==> src/rtl/proj_sketch_ctrl.sv <==
// rtl/proj_sketch_ctrl.sv - round-robin job controller feeding a min-signature sorter
//
// Grants one requester at a time, clears the external sorter, streams the
// granted requester's elements into it with sequential indices, lets it
// settle, then captures the sorter's retained indices as the job result.
//
// Ports:
//   clk, rst          clock, synchronous active-high reset
//   job_req/job_len   per-requester request level and element count
//   job_gnt           one-hot grant, held until the result handshake
//   s_valid/s_ready   per-requester element handshake
//   s_signature       per-requester element signature
//   srt_*             registered sorter feed (clear, signature, index)
//   srt_smallest_idx  sorter's retained indices
//   res_*             result handshake, owner and captured indices
//   busy              high whenever not idle
module proj_sketch_ctrl #(
    parameter int INDICES_COUNT = 4,
    parameter int INDICE_LEN    = 8,
    parameter int SIGNATURE_LEN = 32,
    parameter int NUM_REQ       = 2,
    parameter int DRAIN_CYCLES  = 2
) (
    input  logic                                clk,
    input  logic                                rst,
    input  logic [NUM_REQ-1:0]                  job_req,
    input  logic [NUM_REQ*INDICE_LEN-1:0]       job_len,
    output logic [NUM_REQ-1:0]                  job_gnt,
    input  logic [NUM_REQ-1:0]                  s_valid,
    input  logic [NUM_REQ*SIGNATURE_LEN-1:0]    s_signature,
    output logic [NUM_REQ-1:0]                  s_ready,
    output logic                                srt_clear,
    output logic [SIGNATURE_LEN-1:0]            srt_signature,
    output logic [INDICE_LEN-1:0]               srt_index,
    input  logic [INDICES_COUNT*INDICE_LEN-1:0] srt_smallest_idx,
    output logic                                res_valid,
    output logic [NUM_REQ-1:0]                  res_owner,
    output logic [INDICES_COUNT*INDICE_LEN-1:0] res_idx,
    input  logic                                res_ready,
    output logic                                busy
);

    localparam int RW = (NUM_REQ > 1) ? $clog2(NUM_REQ) : 1;
    localparam int DW = (DRAIN_CYCLES > 1) ? $clog2(DRAIN_CYCLES) : 1;

    typedef enum logic [2:0] {
        ST_IDLE,
        ST_CLEAR,
        ST_STREAM,
        ST_DRAIN,
        ST_RESULT
    } state_t;

    state_t                              state_q, state_d;
    logic [NUM_REQ-1:0]                  gnt_q, gnt_d;
    logic [RW-1:0]                       gidx_q, gidx_d;
    logic [RW-1:0]                       last_q, last_d;
    logic [INDICE_LEN-1:0]               len_q, len_d;
    logic [INDICE_LEN-1:0]               cnt_q, cnt_d;
    logic [DW-1:0]                       dcnt_q, dcnt_d;
    logic [NUM_REQ-1:0]                  s_ready_q, s_ready_d;
    logic                                srt_clear_q, srt_clear_d;
    logic [SIGNATURE_LEN-1:0]            srt_sig_q, srt_sig_d;
    logic [INDICE_LEN-1:0]               srt_idx_q, srt_idx_d;
    logic                                res_valid_q, res_valid_d;
    logic [NUM_REQ-1:0]                  res_owner_q, res_owner_d;
    logic [INDICES_COUNT*INDICE_LEN-1:0] res_idx_q, res_idx_d;
    logic                                busy_q, busy_d;

    logic                                arb_found;
    logic [RW-1:0]                       arb_idx;
    logic [RW-1:0]                       arb_cand;
    logic                                accept;
    logic [SIGNATURE_LEN-1:0]            sig_sel;

    // Round-robin search starting one past the last-served requester.
    always_comb begin
        arb_found = 1'b0;
        arb_idx   = '0;
        arb_cand  = '0;
        for (int i = 1; i <= NUM_REQ; i++) begin
            arb_cand = RW'((int'(last_q) + i) % NUM_REQ);
            if (!arb_found && job_req[arb_cand]) begin
                arb_found = 1'b1;
                arb_idx   = arb_cand;
            end
        end
    end

    assign accept  = s_valid[gidx_q] & s_ready_q[gidx_q];
    assign sig_sel = s_signature[gidx_q*SIGNATURE_LEN +: SIGNATURE_LEN];

    always_comb begin
        state_d     = state_q;
        gnt_d       = gnt_q;
        gidx_d      = gidx_q;
        last_d      = last_q;
        len_d       = len_q;
        cnt_d       = cnt_q;
        dcnt_d      = dcnt_q;
        s_ready_d   = s_ready_q;
        res_valid_d = res_valid_q;
        res_owner_d = res_owner_q;
        res_idx_d   = res_idx_q;
        busy_d      = busy_q;
        // The sorter ignores all-ones, so this is the idle feed value.
        srt_clear_d = 1'b0;
        srt_sig_d   = '1;
        srt_idx_d   = '0;

        case (state_q)
            ST_IDLE: begin
                if (arb_found) begin
                    gnt_d       = NUM_REQ'(1) << arb_idx;
                    gidx_d      = arb_idx;
                    len_d       = job_len[arb_idx*INDICE_LEN +: INDICE_LEN];
                    srt_clear_d = 1'b1;
                    busy_d      = 1'b1;
                    state_d     = ST_CLEAR;
                end
            end
            ST_CLEAR: begin
                cnt_d  = '0;
                dcnt_d = '0;
                if (len_q == '0) begin
                    state_d = ST_DRAIN;
                end else begin
                    s_ready_d = gnt_q;
                    state_d   = ST_STREAM;
                end
            end
            ST_STREAM: begin
                if (accept) begin
                    srt_sig_d = sig_sel;
                    srt_idx_d = cnt_q;
                    cnt_d     = cnt_q + 1'b1;
                    if (cnt_q == len_q - 1'b1) begin
                        s_ready_d = '0;
                        state_d   = ST_DRAIN;
                    end
                end
            end
            ST_DRAIN: begin
                // Gives the sorter time to absorb the last inserted element.
                if (dcnt_q == DW'(DRAIN_CYCLES - 1)) begin
                    res_idx_d   = srt_smallest_idx;
                    res_valid_d = 1'b1;
                    res_owner_d = gnt_q;
                    state_d     = ST_RESULT;
                end else begin
                    dcnt_d = dcnt_q + 1'b1;
                end
            end
            ST_RESULT: begin
                if (res_ready) begin
                    res_valid_d = 1'b0;
                    res_owner_d = '0;
                    gnt_d       = '0;
                    last_d      = gidx_q;
                    busy_d      = 1'b0;
                    state_d     = ST_IDLE;
                end
            end
            default: begin
                state_d = ST_IDLE;
            end
        endcase
    end

    always_ff @(posedge clk) begin
        if (rst) begin
            state_q     <= ST_IDLE;
            gnt_q       <= '0;
            gidx_q      <= '0;
            // Pointing at the last requester makes requester 0 first in line.
            last_q      <= RW'(NUM_REQ - 1);
            len_q       <= '0;
            cnt_q       <= '0;
            dcnt_q      <= '0;
            s_ready_q   <= '0;
            srt_clear_q <= 1'b0;
            srt_sig_q   <= '1;
            srt_idx_q   <= '0;
            res_valid_q <= 1'b0;
            res_owner_q <= '0;
            res_idx_q   <= '0;
            busy_q      <= 1'b0;
        end else begin
            state_q     <= state_d;
            gnt_q       <= gnt_d;
            gidx_q      <= gidx_d;
            last_q      <= last_d;
            len_q       <= len_d;
            cnt_q       <= cnt_d;
            dcnt_q      <= dcnt_d;
            s_ready_q   <= s_ready_d;
            srt_clear_q <= srt_clear_d;
            srt_sig_q   <= srt_sig_d;
            srt_idx_q   <= srt_idx_d;
            res_valid_q <= res_valid_d;
            res_owner_q <= res_owner_d;
            res_idx_q   <= res_idx_d;
            busy_q      <= busy_d;
        end
    end

    assign job_gnt       = gnt_q;
    assign s_ready       = s_ready_q;
    assign srt_clear     = srt_clear_q;
    assign srt_signature = srt_sig_q;
    assign srt_index     = srt_idx_q;
    assign res_valid     = res_valid_q;
    assign res_owner     = res_owner_q;
    assign res_idx       = res_idx_q;
    assign busy          = busy_q;

endmodule

==> config.mk <==
export PLATFORM = sky130hd
export DESIGN_NAME = proj_sketch_ctrl
export DESIGN_NICKNAME = d
export VERILOG_FILES = /design/src/rtl/proj_sketch_ctrl.sv
export SDC_FILE = /design/constraint.sdc
export NUM_CORES = 1
export LEC_CHECK = 0
export BUFFER_PORTS_ARGS = -buffer_cell sky130_fd_sc_hd__clkbuf_2
export CORE_MARGIN = 2
export CORE_UTILIZATION = 49
export CTS_CLUSTER_DIAMETER = 120
export CTS_CLUSTER_SIZE = 12
export DETAILED_ROUTE_END_ITERATION = 6
export PLACE_DENSITY = 0.89
export SLEW_MARGIN = 5
export SYNTH_ARGS = -nofsm -noshare
export SYNTH_HDL_FRONTEND = slang
export SYNTH_SLANG_ARGS = --single-unit
==> constraint.sdc <==
create_clock -name clk -period 3.8 [get_ports clk]
set_clock_uncertainty 0.15 [all_clocks]
set_input_delay 0.38 -clock clk [delete_from_list [all_inputs] [get_ports clk]]
set_output_delay 0.38 -clock clk [all_outputs]
set_load 0.05 [all_outputs]
Word level (Yosys, flattened, before mapping)
Index checks and enable logic that the tools add are counted.

Flip-flop bits (word level): 103. Output and inout port bits: 81.

Add/subtract/negate cells: 5. Order comparisons: 3. Equal/unequal tests: 11. Shift operators: 3. Mux-type cells: 38. Bitwise gates (word level): 4. Reduce and logical (&&, ||, !) cells: 18.

Operator list (number): variable part select 64 x 7 -> 32 bit (1); two-way mux 1 bit (18); one-hot mux 8 bit (2 select lines) (1); variable part select 16 x 5 -> 8 bit (1); two-way mux 3 bit (5); one-hot mux 3 bit (5 select lines) (1); two-way mux 2 bit (6); != test 2 bit (second input constant) (6); one-hot mux 2 bit (2 select lines) (3); adder 8 x 1 -> 8 bit (second input constant) (1); == test 8 bit (1); zero test 8 bit (1); two-way mux 8 bit (1); AND reduction 2 bit (4); nonzero test 2 bit (4); subtractor 8 x 1 -> 8 bit (second input constant) (1); == test 3 x 2 -> 1 bit (second input constant) (2); < comparator 1 x 2 -> 1 bit (second input constant) (3); one-hot mux 1 bit (2 select lines) (3); AND reduction 3 bit (2); AND reduction 5 bit (1); AND reduction 4 bit (1); adder 1 bit (second input constant) (3); == test 3 x 1 -> 1 bit (second input constant) (1); 9 further kinds (11).

Depth between registers and ports, before layout
Gate-level depths: netlist (run 1).

Depth in word-level cells: 10. Mapped depth: 7. Depth with buffers taken out: 7.

Worst setup path after synthesis (run 1)
Ideal clock, no wire load.

Path kind: register to register. Start: register len_q[2]. End: register state_q[0]. Library setup time: 73 ps. Arrival: 1841 ps. Required time: 3577 ps. Setup slack: 1736 ps. Stages on the path, launching flop included: 6. Path buffers: 0. Period minus slack after synthesis: 2064 ps. Path through: dfxtp_1 -> or4_1 -> or4_1 -> a311oi_2 -> nor2b_1 -> nor3_2.

Cells in the longest elaborated chain, start to end: 4. Elaborated cells on any way between the ends: 7. Those cells by class: add/sub (1); eq/ne (2); mux (2); reduce/logical (2).

Ends and longest elaborated chain: from (decl) (line 58) `logic [INDICE_LEN-1:0] len_q, len_d;`; from (signal assigned) (line 193) `len_q <= len_d;`; subtractor 8 x 1 -> 8 bit (line 137) `if (cnt_q == len_q - 1'b1) begin`; == test 8 bit (line 137); != test 2 bit (no line); AND reduction 5 bit (no line); to (signal assigned) (line 189) `state_q <= state_d;`; to (decl) (line 54) `state_t state_q, state_d;`.

Several ways; a longest one is shown, not always the timed one. A chain may end at the register's enable or synchronous reset.

Worst setup path after layout (run 1)
Start: register state_q[0]. End: register res_idx_q[2] (netlist: res_idx[2]).

Cells in the longest elaborated chain, start to end: 2.

Ends and longest elaborated chain: == test 3 x 2 -> 1 bit (line 111) `case (state_q)`; AND reduction 2 bit (no line); to (signal assigned) (line 202) `res_idx_q <= res_idx_d;`; to (decl) (line 67) `logic [INDICES_COUNT*INDICE_LEN-1:0] res_idx_q, res_idx_d;`.

Every way passes these cells.

==> results of run 1 <==
==> registers in the layout, indices dropped and copies added (netlist names) <==
name,count
res_idx,32
state_q,3
srt_signature,32
gidx_q,1
dcnt_q,1
res_valid,1
job_gnt,2
last_q,1
s_ready,2
len_q,8
busy,1
res_owner,2
srt_clear,1
srt_index,8
cnt_q,8
==> worst paths after layout <==
check	end	from	slack [ns]	cells after the start
hold reg to reg	res_idx[10]	res_idx[10]	0.31	2
hold / removal	res_idx[14]	srt_smallest_idx[14]	0.07	3
setup / recovery	res_idx[2]	state_q[0]	1.43	4
setup reg to reg	res_idx[2]	state_q[0]	1.43	4
==> tightest hold or removal path, delay by kind of cell <==
kind	cells	cell delay, ns
buffers and inverters	1	0.08
and+or+nand+nor	1	0.04
AOI/OAI and AO/OA	1	0.05
==> stage by stage <==
step	instances	instance area (um^2)	utilization	power [mW]	worst slack, ns
floorplan	455	4055	-	1.638	1.736
global placement	730	5091	0.6259	1.769	1.563
detailed placement	730	5091	0.6259	1.790	1.478
CTS	746	5296	0.6511	2.490	1.451
global route	746	5296	0.6511	2.599	1.123
finish	746	5296	0.6511	2.474	1.432
==> where the power goes <==
group          total, mW  internal, mW  switching, mW  leakage (nW)
clock              0.709         0.318          0.391         0.101
sequential          1.21          1.14         0.0687         0.835
combinational      0.559         0.230          0.329          1.41
==> area by class of cell <==
class	count	area share
clock buffers	10	0.02410
clock inverters	6	0.01465
inverters	3	0.002126
multi-input cells	316	0.3511
flip-flops and latches	103	0.3896
well taps	105	0.02481
repair buffers	203	0.1937
==> synth_stat cells, drive strengths merged <==
cell	n
o311ai	1
a311oi	1
o211ai	2
nand2b	1
nand2	107
o21ai	6
nand4	1
a21o	1
buf	2
a31oi	3
and2	2
nor2	28
nor2b	5
inv	3
nand3	9
xor2	5
and3b	2
xnor2	9
clkbuf	31
nor4	2
mux2	2
and3	14
xnor3	1
ha	2
o2111ai	3
a211oi	10
or4	2
o21a	1
mux2i	41
nor3	5
o211a	1
a21boi	1
nor3b	2
or3b	2
a21oi	44
dfxtp	103
==> layer usage <==
metal	wire, um	share of wire
met1	4043	0.39
met2	5483	0.53
met3	560	0.055
met4	181	0.018
met5	0	0
==> cell families after synthesis <==
logic type | Yosys count | share of synthesized area
AND/OR/NAND/NOR | 182 | 0.1993
flip-flops | 103 | 0.5085
AO/OA/AOI/OAI | 74 | 0.1089
multiplexers | 43 | 0.1068
buffers and inverters | 36 | 0.03363
XOR/XNOR | 15 | 0.03672
adder cells (fa/ha/maj) | 2 | 0.006170
==> impl_metrics.prom, run 1 <==
# TYPE chip_impl_metric gauge
chip_impl_info{name="timing_worst_setup_path_type",value="reg -> reg"} 1
chip_impl_metric{name="post_cts_resized",unit=""} 0
chip_impl_metric{name="met1_usage",unit=""} 0.2453
chip_impl_metric{name="final_setup_vio_count",unit=""} 0
chip_impl_metric{name="synth-seq-cells",unit=""} 103
chip_impl_metric{name="netlist_area",unit="um^2"} 4055
chip_impl_info{name="cpMaxStageDelayCell",value="nand3_1"} 1
chip_impl_metric{name="detail_route.drc_violations",unit=""} 0
chip_impl_metric{name="cp.required",unit="ns"} 3.89
chip_impl_metric{name="syn-instance-count",unit=""} 455
chip_impl_metric{name="initial_core_util",unit=""} 0.4985
chip_impl_metric{name="maxClockFrequency",unit="GHz"} 0.4222
chip_impl_metric{name="area_of_the_core",unit="um^2"} 8134
chip_impl_metric{name="groute.layer.met3.usage",unit=""} 0.04310
chip_impl_info{name="status",value="finished, final reports clean"} 1
chip_impl_metric{name="slew_headroom",unit=""} 0.1668
chip_impl_info{name="setup_repair_after_global_routing_missed_its_margin",value="no"} 1
chip_impl_metric{name="vias_per_cell",unit=""} 5.047
chip_impl_metric{name="h_tree_levels",unit=""} 3
chip_impl_metric{name="synthToLayoutAreaGrowth",unit="%"} 30.61
chip_impl_metric{name="worst_slew_pin_slew",unit="ns"} 1.246
chip_impl_info{name="largest_delay_contributor_family_on_the_critical_path",value="simple AND/OR/NAND/NOR gates"} 1
chip_impl_metric{name="yosysTopAreaCellShare",unit=""} 0.5085
chip_impl_metric{name="synth.net_count",unit=""} 576
chip_impl_metric{name="drt_first_pass_iters",unit=""} 4
chip_impl_metric{name="dieWidth",unit="um"} 94.97
chip_impl_metric{name="wp_buf_inv",unit=""} 0
chip_impl_metric{name="grt_util_met2",unit=""} 0.4261
chip_impl_metric{name="timing.final.crit_share",unit=""} 0.6233
chip_impl_metric{name="clk_transition_reported_paths",unit="ns"} 0.11
chip_impl_metric{name="post-dp-hpwl",unit="um"} 7983
chip_impl_metric{name="yosys_cell_types",unit=""} 40
chip_impl_metric{name="first_global_vias",unit=""} 3440
chip_impl_metric{name="yosysSeqAreaShare",unit=""} 0.5085
chip_impl_info{name="tritoncts",value="built"} 1
chip_impl_info{name="leading_cell_type_in_the_layout_fill_and_taps_excluded",value="clkbuf_2"} 1
chip_impl_metric{name="ys_warn_count",unit=""} 0
chip_impl_metric{name="final_max_slew_viol_count",unit=""} 0
chip_impl_info{name="clk_tree_root_cell",value="clkbuf_8"} 1
chip_impl_metric{name="ant_nets",unit=""} 0
chip_impl_info{name="critical_path.endpoint_type",value="register"} 1
chip_impl_metric{name="fillerInstances",unit=""} 681
chip_impl_metric{name="finalHoldWorstSlack",unit="ns"} 0.07020
chip_impl_metric{name="worstPathMaxFanout",unit=""} 35
chip_impl_metric{name="clkLatencyLatePin",unit="ns"} 0.36
chip_impl_metric{name="grt_start_max_net_pins",unit=""} 43
chip_impl_metric{name="row_count",unit=""} 33
chip_impl_info{name="min_path_type",value="in -> reg"} 1
chip_impl_metric{name="grt_first_pass_wirelength",unit="um"} 15710
chip_impl_metric{name="overall_global_routing_resource_usage",unit=""} 0.2263
chip_impl_metric{name="setup_total_negative_slack",unit="ns"} 0
chip_impl_metric{name="vdd_drop_max",unit="mV"} 0.2409
chip_impl_info{name="crit_path_cell_trace",value="nor2b_1, nand3_1, nand2_1, a21oi_1"} 1
chip_impl_metric{name="final-seq-area",unit="um^2"} 2063
chip_impl_info{name="grt_most_used_layer",value="met2"} 1
chip_impl_metric{name="place.port_buffers",unit=""} 199
chip_impl_metric{name="gp_routability_congestion",unit=""} 0.8361
chip_impl_metric{name="p_leak",unit="nW"} 2.341
chip_impl_metric{name="clock_tree.buffer_depth",unit=""} 2
chip_impl_metric{name="die_h",unit="um"} 94.97
chip_impl_metric{name="grt_overflow_total",unit=""} 0
chip_impl_metric{name="power_per_cell_area",unit="nW/um^2"} 467.1
chip_impl_metric{name="clock_buffers_created_by_tritoncts",unit=""} 9
chip_impl_metric{name="drtIter0Drc",unit=""} 157
chip_impl_metric{name="worstPathArrival",unit="ns"} 2.46
chip_impl_info{name="synthTopCellsByArea",value="dfxtp_1 51%, mux2i_1 10%, nand2_1 9.9%, a21oi_1 5.4%, clkbuf_1 2.8%"} 1
chip_impl_info{name="layout_common_cells",value="199 x clkbuf_2, 107 x nand2_1, 102 x dfxtp_1"} 1
chip_impl_metric{name="design.final.nets",unit=""} 757
chip_impl_metric{name="antennaDiodeCount",unit=""} 0
chip_impl_metric{name="multi_input_area",unit="um^2"} 1859
chip_impl_metric{name="die_area",unit="um^2"} 9019
chip_impl_metric{name="cts_post_setup_buffers_inserted",unit=""} 0
chip_impl_info{name="worstSetupStartpointType",value="register"} 1
chip_impl_metric{name="clock_sink_count",unit=""} 103
chip_impl_metric{name="io_pins",unit=""} 200
chip_impl_metric{name="finalHoldViolCount",unit=""} 0
chip_impl_metric{name="avgRoutedWirePerCell",unit="um"} 13.76
chip_impl_info{name="synth_area_leader_cell",value="dfxtp_1"} 1
chip_impl_metric{name="slowest_delay",unit="ns"} 0.88
chip_impl_metric{name="holdBufCountCts",unit=""} 0
chip_impl_metric{name="route.final.wire_length",unit="um"} 10270
chip_impl_metric{name="avgSynthCellArea",unit="um^2"} 8.912
chip_impl_metric{name="post-route-min-period",unit="ns"} 2.368
chip_impl_metric{name="antenna_found_initial",unit=""} 0
chip_impl_metric{name="drive_gt1_frac",unit=""} 0.3557
chip_impl_metric{name="dr_total_vias",unit=""} 3765
chip_impl_metric{name="drv_cap",unit=""} 0
(Power assumes the default switching activity.)
==> run 2, diff against run 1 <==
- CORE_UTILIZATION: 49 -> 41
- PLACE_DENSITY: 0.89 -> 0.8
- clock period: 3.8 -> 2.1 ns (I/O delays scaled with it)
==> impl_metrics.prom, run 2 (synthesis results as in run 1) <==
# TYPE chip_impl_metric gauge
chip_impl_metric{name="timing.final.crit_share",unit=""} 0.9683
chip_impl_metric{name="drive_gt1_frac",unit=""} 0.3218
chip_impl_metric{name="dieWidth",unit="um"} 103.5
chip_impl_metric{name="drt_first_pass_iters",unit=""} 5
chip_impl_metric{name="multi_input_area",unit="um^2"} 1863
chip_impl_metric{name="placedInstanceArea",unit="um^2"} 5229
chip_impl_metric{name="fillerInstances",unit=""} 744
chip_impl_metric{name="final-seq-area",unit="um^2"} 2064
chip_impl_info{name="min_path_type",value="in -> reg"} 1
chip_impl_metric{name="power_per_cell_area",unit="nW/um^2"} 747.1
chip_impl_metric{name="post-route-min-period",unit="ns"} 2.033
chip_impl_metric{name="clk_transition_reported_paths",unit="ns"} 0.09
chip_impl_metric{name="final_max_slew_viol_count",unit=""} 0
chip_impl_metric{name="avgRoutedWirePerCell",unit="um"} 14.94
chip_impl_metric{name="drv_cap",unit=""} 0
chip_impl_metric{name="worstPathMaxFanout",unit=""} 5
chip_impl_metric{name="grt_start_max_net_pins",unit=""} 36
chip_impl_metric{name="vias_per_cell",unit=""} 4.899
chip_impl_metric{name="cp.required",unit="ns"} 2.25
chip_impl_info{name="clk_tree_root_cell",value="clkbuf_8"} 1
chip_impl_metric{name="maxClockFrequency",unit="GHz"} 0.4918
chip_impl_metric{name="grt_first_pass_wirelength",unit="um"} 19820
chip_impl_info{name="critical_path.endpoint_type",value="register"} 1
chip_impl_metric{name="io_pins",unit=""} 200
chip_impl_metric{name="antennaDiodeCount",unit=""} 0
chip_impl_info{name="setup_repair_after_global_routing_missed_its_margin",value="yes"} 1
chip_impl_metric{name="synthToLayoutAreaGrowth",unit="%"} 57.98
chip_impl_info{name="status",value="finished, final reports clean"} 1
chip_impl_metric{name="final_cell_area",unit="um^2"} 6406
chip_impl_metric{name="post-dp-hpwl",unit="um"} 8155
chip_impl_metric{name="first_global_vias",unit=""} 4151
chip_impl_info{name="tritoncts",value="built"} 1
chip_impl_metric{name="worstPathArrival",unit="ns"} 2.18
chip_impl_metric{name="row_count",unit=""} 36
chip_impl_metric{name="place.port_buffers",unit=""} 199
chip_impl_metric{name="h_tree_levels",unit=""} 3
chip_impl_metric{name="grt_overflow_total",unit=""} 0
chip_impl_metric{name="vdd_drop_max",unit="mV"} 0.3879
chip_impl_metric{name="area_of_the_core",unit="um^2"} 9684
chip_impl_metric{name="slew_headroom",unit=""} 0.6620
chip_impl_metric{name="ant_nets",unit=""} 0
chip_impl_metric{name="clock_buffers_created_by_tritoncts",unit=""} 9
chip_impl_metric{name="detail_route.drc_violations",unit=""} 0
chip_impl_info{name="worstSetupStartpointType",value="register"} 1
chip_impl_metric{name="finalHoldViolCount",unit=""} 0
chip_impl_metric{name="cts_post_setup_buffers_inserted",unit=""} 0
chip_impl_metric{name="route.final.wire_length",unit="um"} 13180
chip_impl_metric{name="clkLatencyLatePin",unit="ns"} 0.37
chip_impl_metric{name="drtIter0Drc",unit=""} 152
chip_impl_info{name="layout_common_cells",value="199 x clkbuf_2, 107 x nand2_1, 101 x dfxtp_1"} 1
chip_impl_metric{name="p_leak",unit="nW"} 2.808
chip_impl_metric{name="dr_total_vias",unit=""} 4321
chip_impl_info{name="leading_cell_type_in_the_layout_fill_and_taps_excluded",value="clkbuf_2"} 1
chip_impl_metric{name="antenna_found_initial",unit=""} 0
chip_impl_metric{name="initial_core_util",unit=""} 0.4187
chip_impl_metric{name="clock_sink_count",unit=""} 103
chip_impl_metric{name="clock_tree.buffer_depth",unit=""} 2
chip_impl_metric{name="finalHoldWorstSlack",unit="ns"} 0.02051
chip_impl_metric{name="design.final.nets",unit=""} 866
chip_impl_metric{name="die_h",unit="um"} 103.5
chip_impl_metric{name="final_setup_vio_count",unit=""} 0
chip_impl_metric{name="worst_slew_pin_slew",unit="ns"} 0.5017
chip_impl_metric{name="die_area",unit="um^2"} 10700
chip_impl_metric{name="gp_routability_congestion",unit=""} 0.8689
chip_impl_info{name="timing_worst_setup_path_type",value="reg -> reg"} 1
chip_impl_metric{name="final_core_utilization",unit=""} 0.6615
chip_impl_metric{name="overall_global_routing_resource_usage",unit=""} 0.2440
-- run 2: metal layers --
| metal | GRT usage | up-vias | wire (um) |
|---|---|---|---|
| met3 | 0.06250 | 39 | 858 |
| met2 | 0.4333 | 201 | 6725 |
| met5 | 0 | - | 0 |
| li1 | - | 2124 | - |
| met1 | 0.2691 | 1957 | 5149 |
| met4 | 0.1225 | 0 | 442 |
-- run 2: stage by stage --
stage	std cells	TNS, ns	power (mW)	setup slack [ns]
floorplan	455	0	2.963	0.03606
global placement	770	-0.01568	3.280	-0.01568
detailed placement	770	-0.06694	3.328	-0.05537
CTS	882	0	4.776	0.02844
global route	882	-0.02171	5.005	-0.02171
finish	882	0	4.786	0.06658
-- run 2: path summary, 6_finish.rpt --
path,startpoint,endpoint,slack (ns),depth (start not counted)
hold reg to reg,res_idx[12],res_idx[12],0.31,2
setup reg to reg,len_q[6],state_q[0],0.07,5
hold / removal,res_ready,state_q[2],0.02,4
setup / recovery,len_q[6],state_q[0],0.07,5
-- run 2: what timing repair did --
action,CTS,global route
resized for setup,1,2
endpoints found under the setup margin,2,12
gates cloned,0,0
hold buffers,97,0
endpoints found under the hold margin,67,0
pin swaps,4,3
-- run 2: report_power, final --
group / switching [mW] / total, mW / internal, mW / leakage [nW]
clock network: 0.663 / 1.27 / 0.609 / 0.0985
logic: 0.705 / 1.35 / 0.646 / 1.87
registers: 0.103 / 2.16 / 2.06 / 0.836
-- run 2: cell type report --
| class | instances | area share |
|---|---|---|
| clock buffers | 12 | 0.02422 |
| clock inverters | 3 | 0.006641 |
| inverters | 3 | 0.001758 |
| multi-input cells | 316 | 0.2908 |
| flip-flops and latches | 103 | 0.3223 |
| well taps | 133 | 0.02598 |
| repair buffers | 312 | 0.3283 |
-- run 2: worst max-delay path: stages (launching register included) --
cell and delay (ns):
dfxtp_2 0.35, or3b_2 0.43, or4_1 0.49, a311oi_2 0.35, nor2b_1 0.10, nor3_2 0.10
==> run 3, diff against run 2 <==
- CELL_PAD_IN_SITES_DETAIL_PLACEMENT: unset -> 2
- CELL_PAD_IN_SITES_GLOBAL_PLACEMENT: unset -> 2
- CORE_UTILIZATION: 41 -> 23
- PLACE_DENSITY: 0.8 -> 0.77
==> impl_metrics.prom, run 3 (synthesis results as in run 1) <==
# TYPE chip_impl_metric gauge
chip_impl_info{name="critPathMostFrequentCell",value="or4_4"} 1
chip_impl_metric{name="route.final.wire_length",unit="um"} 18070
chip_impl_metric{name="multi_input_area",unit="um^2"} 1894
chip_impl_metric{name="power.switching",unit="mW"} 1.646
chip_impl_metric{name="p_leak",unit="nW"} 2.858
chip_impl_metric{name="fillerInstances",unit=""} 1916
chip_impl_metric{name="clk_transition_reported_paths",unit="ns"} 0.07
chip_impl_metric{name="cts_post_setup_buffers_inserted",unit=""} 0
chip_impl_metric{name="first_global_vias",unit=""} 5081
chip_impl_metric{name="vdd_drop_max",unit="mV"} 0.3868
chip_impl_metric{name="clkLatencyLatePin",unit="ns"} 0.35
chip_impl_info{name="crit_path_cell_trace",value="or4_4, or4_4, a311oi_4, nor2b_1, nor3_2"} 1
chip_impl_metric{name="post-dp-hpwl",unit="um"} 11330
chip_impl_metric{name="dieWidth",unit="um"} 136.8
chip_impl_metric{name="clock_buffers_created_by_tritoncts",unit=""} 9
chip_impl_metric{name="worstPathMaxFanout",unit=""} 3
chip_impl_info{name="leading_cell_type_in_the_layout_fill_and_taps_excluded",value="clkbuf_2"} 1
chip_impl_metric{name="relative_contribution_of_combinational_cells_to_total_power",unit=""} 0.282
chip_impl_metric{name="drtIter0Drc",unit=""} 127
chip_impl_metric{name="preCtsSetupSlack",unit="ns"} -0.05242
chip_impl_metric{name="grt_overflow_total",unit=""} 0
chip_impl_metric{name="area_of_the_core",unit="um^2"} 17300
chip_impl_metric{name="avgRoutedWirePerCell",unit="um"} 18.47
chip_impl_info{name="tritoncts",value="built"} 1
chip_impl_metric{name="place.port_buffers",unit=""} 199
chip_impl_metric{name="die_h",unit="um"} 136.8
chip_impl_metric{name="final-seq-area",unit="um^2"} 2066
chip_impl_metric{name="netSwitchingFraction",unit=""} 0.3173
chip_impl_metric{name="antenna_found_initial",unit=""} 1
chip_impl_metric{name="io_pins",unit=""} 200
chip_impl_metric{name="final_setup_vio_count",unit=""} 0
chip_impl_metric{name="post-route-min-period",unit="ns"} 2.024
chip_impl_metric{name="gp_routability_congestion",unit=""} 0.8653
chip_impl_metric{name="clock_sink_count",unit=""} 103
chip_impl_metric{name="power_per_cell_area",unit="nW/um^2"} 780.2
chip_impl_info{name="critical_path.endpoint_type",value="register"} 1
chip_impl_metric{name="detail_route.drc_violations",unit=""} 0
chip_impl_metric{name="drv_cap",unit=""} 0
chip_impl_metric{name="synthToLayoutAreaGrowth",unit="%"} 64.02
chip_impl_metric{name="die_area",unit="um^2"} 18710
chip_impl_metric{name="drt_first_pass_iters",unit=""} 4
chip_impl_info{name="largest_delay_contributor_family_on_the_critical_path",value="simple AND/OR/NAND/NOR gates"} 1
chip_impl_metric{name="share_seq_of_total_power",unit=""} 0.418
chip_impl_metric{name="ant_nets",unit=""} 0
chip_impl_metric{name="placed_cells",unit=""} 865
chip_impl_metric{name="vias_per_cell",unit=""} 4.569
chip_impl_metric{name="grt_start_max_net_pins",unit=""} 36
chip_impl_metric{name="cp.required",unit="ns"} 2.23
chip_impl_info{name="cpMaxStageDelayCell",value="or4_4"} 1
chip_impl_info{name="timing_worst_setup_path_type",value="reg -> reg"} 1
chip_impl_metric{name="finish.cell_count_without_fillers",unit=""} 978
chip_impl_metric{name="finalHoldViolCount",unit=""} 0
chip_impl_info{name="clk_tree_root_cell",value="clkbuf_16"} 1
chip_impl_metric{name="final.setup.worst_slack",unit="ns"} 0.07621
chip_impl_metric{name="wp_buf_inv",unit=""} 0
chip_impl_metric{name="slowest_delay",unit="ns"} 0.52
chip_impl_metric{name="clock_tree.buffer_depth",unit=""} 2
chip_impl_metric{name="power.total",unit="mW"} 5.189
chip_impl_metric{name="initial_core_util",unit=""} 0.2344
chip_impl_metric{name="p_clk_frac",unit=""} 0.300
chip_impl_info{name="status",value="finished, final reports clean"} 1
chip_impl_metric{name="maxClockFrequency",unit="GHz"} 0.4941
chip_impl_metric{name="drive_gt1_frac",unit=""} 0.3311
chip_impl_info{name="min_path_type",value="in -> reg"} 1
chip_impl_info{name="setup_repair_after_global_routing_missed_its_margin",value="no"} 1
chip_impl_metric{name="row_count",unit=""} 48
chip_impl_metric{name="design.final.nets",unit=""} 868
chip_impl_metric{name="worst_slew_pin_slew",unit="ns"} 0.5887
chip_impl_metric{name="power.internal",unit="mW"} 3.543
chip_impl_info{name="layout_common_cells",value="199 x clkbuf_2, 107 x nand2_1, 100 x dfxtp_1"} 1
chip_impl_metric{name="timing.final.crit_share",unit=""} 0.9637
chip_impl_metric{name="overall_global_routing_resource_usage",unit=""} 0.1959
chip_impl_metric{name="slew_headroom",unit=""} 0.6039
chip_impl_metric{name="final_max_slew_viol_count",unit=""} 0
chip_impl_metric{name="h_tree_levels",unit=""} 3
chip_impl_metric{name="dr_total_vias",unit=""} 4468
chip_impl_metric{name="grt_first_pass_wirelength",unit="um"} 27650
chip_impl_metric{name="worstPathArrival",unit="ns"} 2.16
chip_impl_info{name="worstSetupStartpointType",value="register"} 1
==> run 3: final timing paths <==
path	from	endpoint	slack, ns	cells after the start
max	len_q[2]	state_q[0]	0.08	5
min	job_len[4]	len_q[4]	0.05	3
max reg2reg	len_q[2]	state_q[0]	0.08	5
min reg2reg	res_idx[1]	res_idx[1]	0.31	2
==> run 3: power groups by stage <==
stage	clock [mW]	combinational [mW]	sequential (mW)
finish	1.56	1.47	2.17
global route	1.70	1.59	2.19
CTS	1.63	1.42	2.17
detailed placement	0	1.21	2.21
global placement	0	1.14	2.20
floorplan	0	0.671	2.29
==> run 3: worst min-delay path, cell delays in order <==
cell and delay (ns):
clkbuf_2 0.08, mux2i_1 0.12, a211oi_1 0.09
==> run 3: final cells by class <==
class	instances	area share
antenna	1	0.0003762
clock buffer	11	0.03499
clock inverter	5	0.005267
inverter	3	0.001693
multi-input combinational	316	0.2848
sequential	103	0.3106
tap	225	0.04233
timing repair buffer	314	0.3200
==> run 3: what timing repair did <==
action / 4_1_cts / 5_1_grt
hold buffers: 96 / 0
resized for setup: 6 / 6
setup endpoints to repair: 3 / 19
pin swaps: 3 / 1
endpoints found under the hold margin: 64 / 0
gates cloned: 0 / 0
==> run 3: metal layers <==
| metal | up-vias | part of all wire | global-route usage |
|---|---|---|---|
| li1 | 2124 | - | - |
| met3 | 30 | 0.063 | 0.05815 |
| met2 | 140 | 0.53 | 0.3611 |
| met4 | 0 | 0.024 | 0.07789 |
| met1 | 2174 | 0.38 | 0.2082 |
| met5 | - | 0 | 0 |
==> run 3: stage by stage <==
step	instance area [um^2]	setup TNS, ns	utilization	hold slack, ns
6_report	6651	0	0.3845	0.04508
5_1_grt	6651	0	0.3845	0.04672
4_1_cts	6631	0	0.3834	0.03480
3_5_place_dp	5379	-0.06858	0.3110	0.2828
3_3_place_gp	5379	-0.04410	0.3110	0.2700
2_1_floorplan	4055	0	-	0.1851
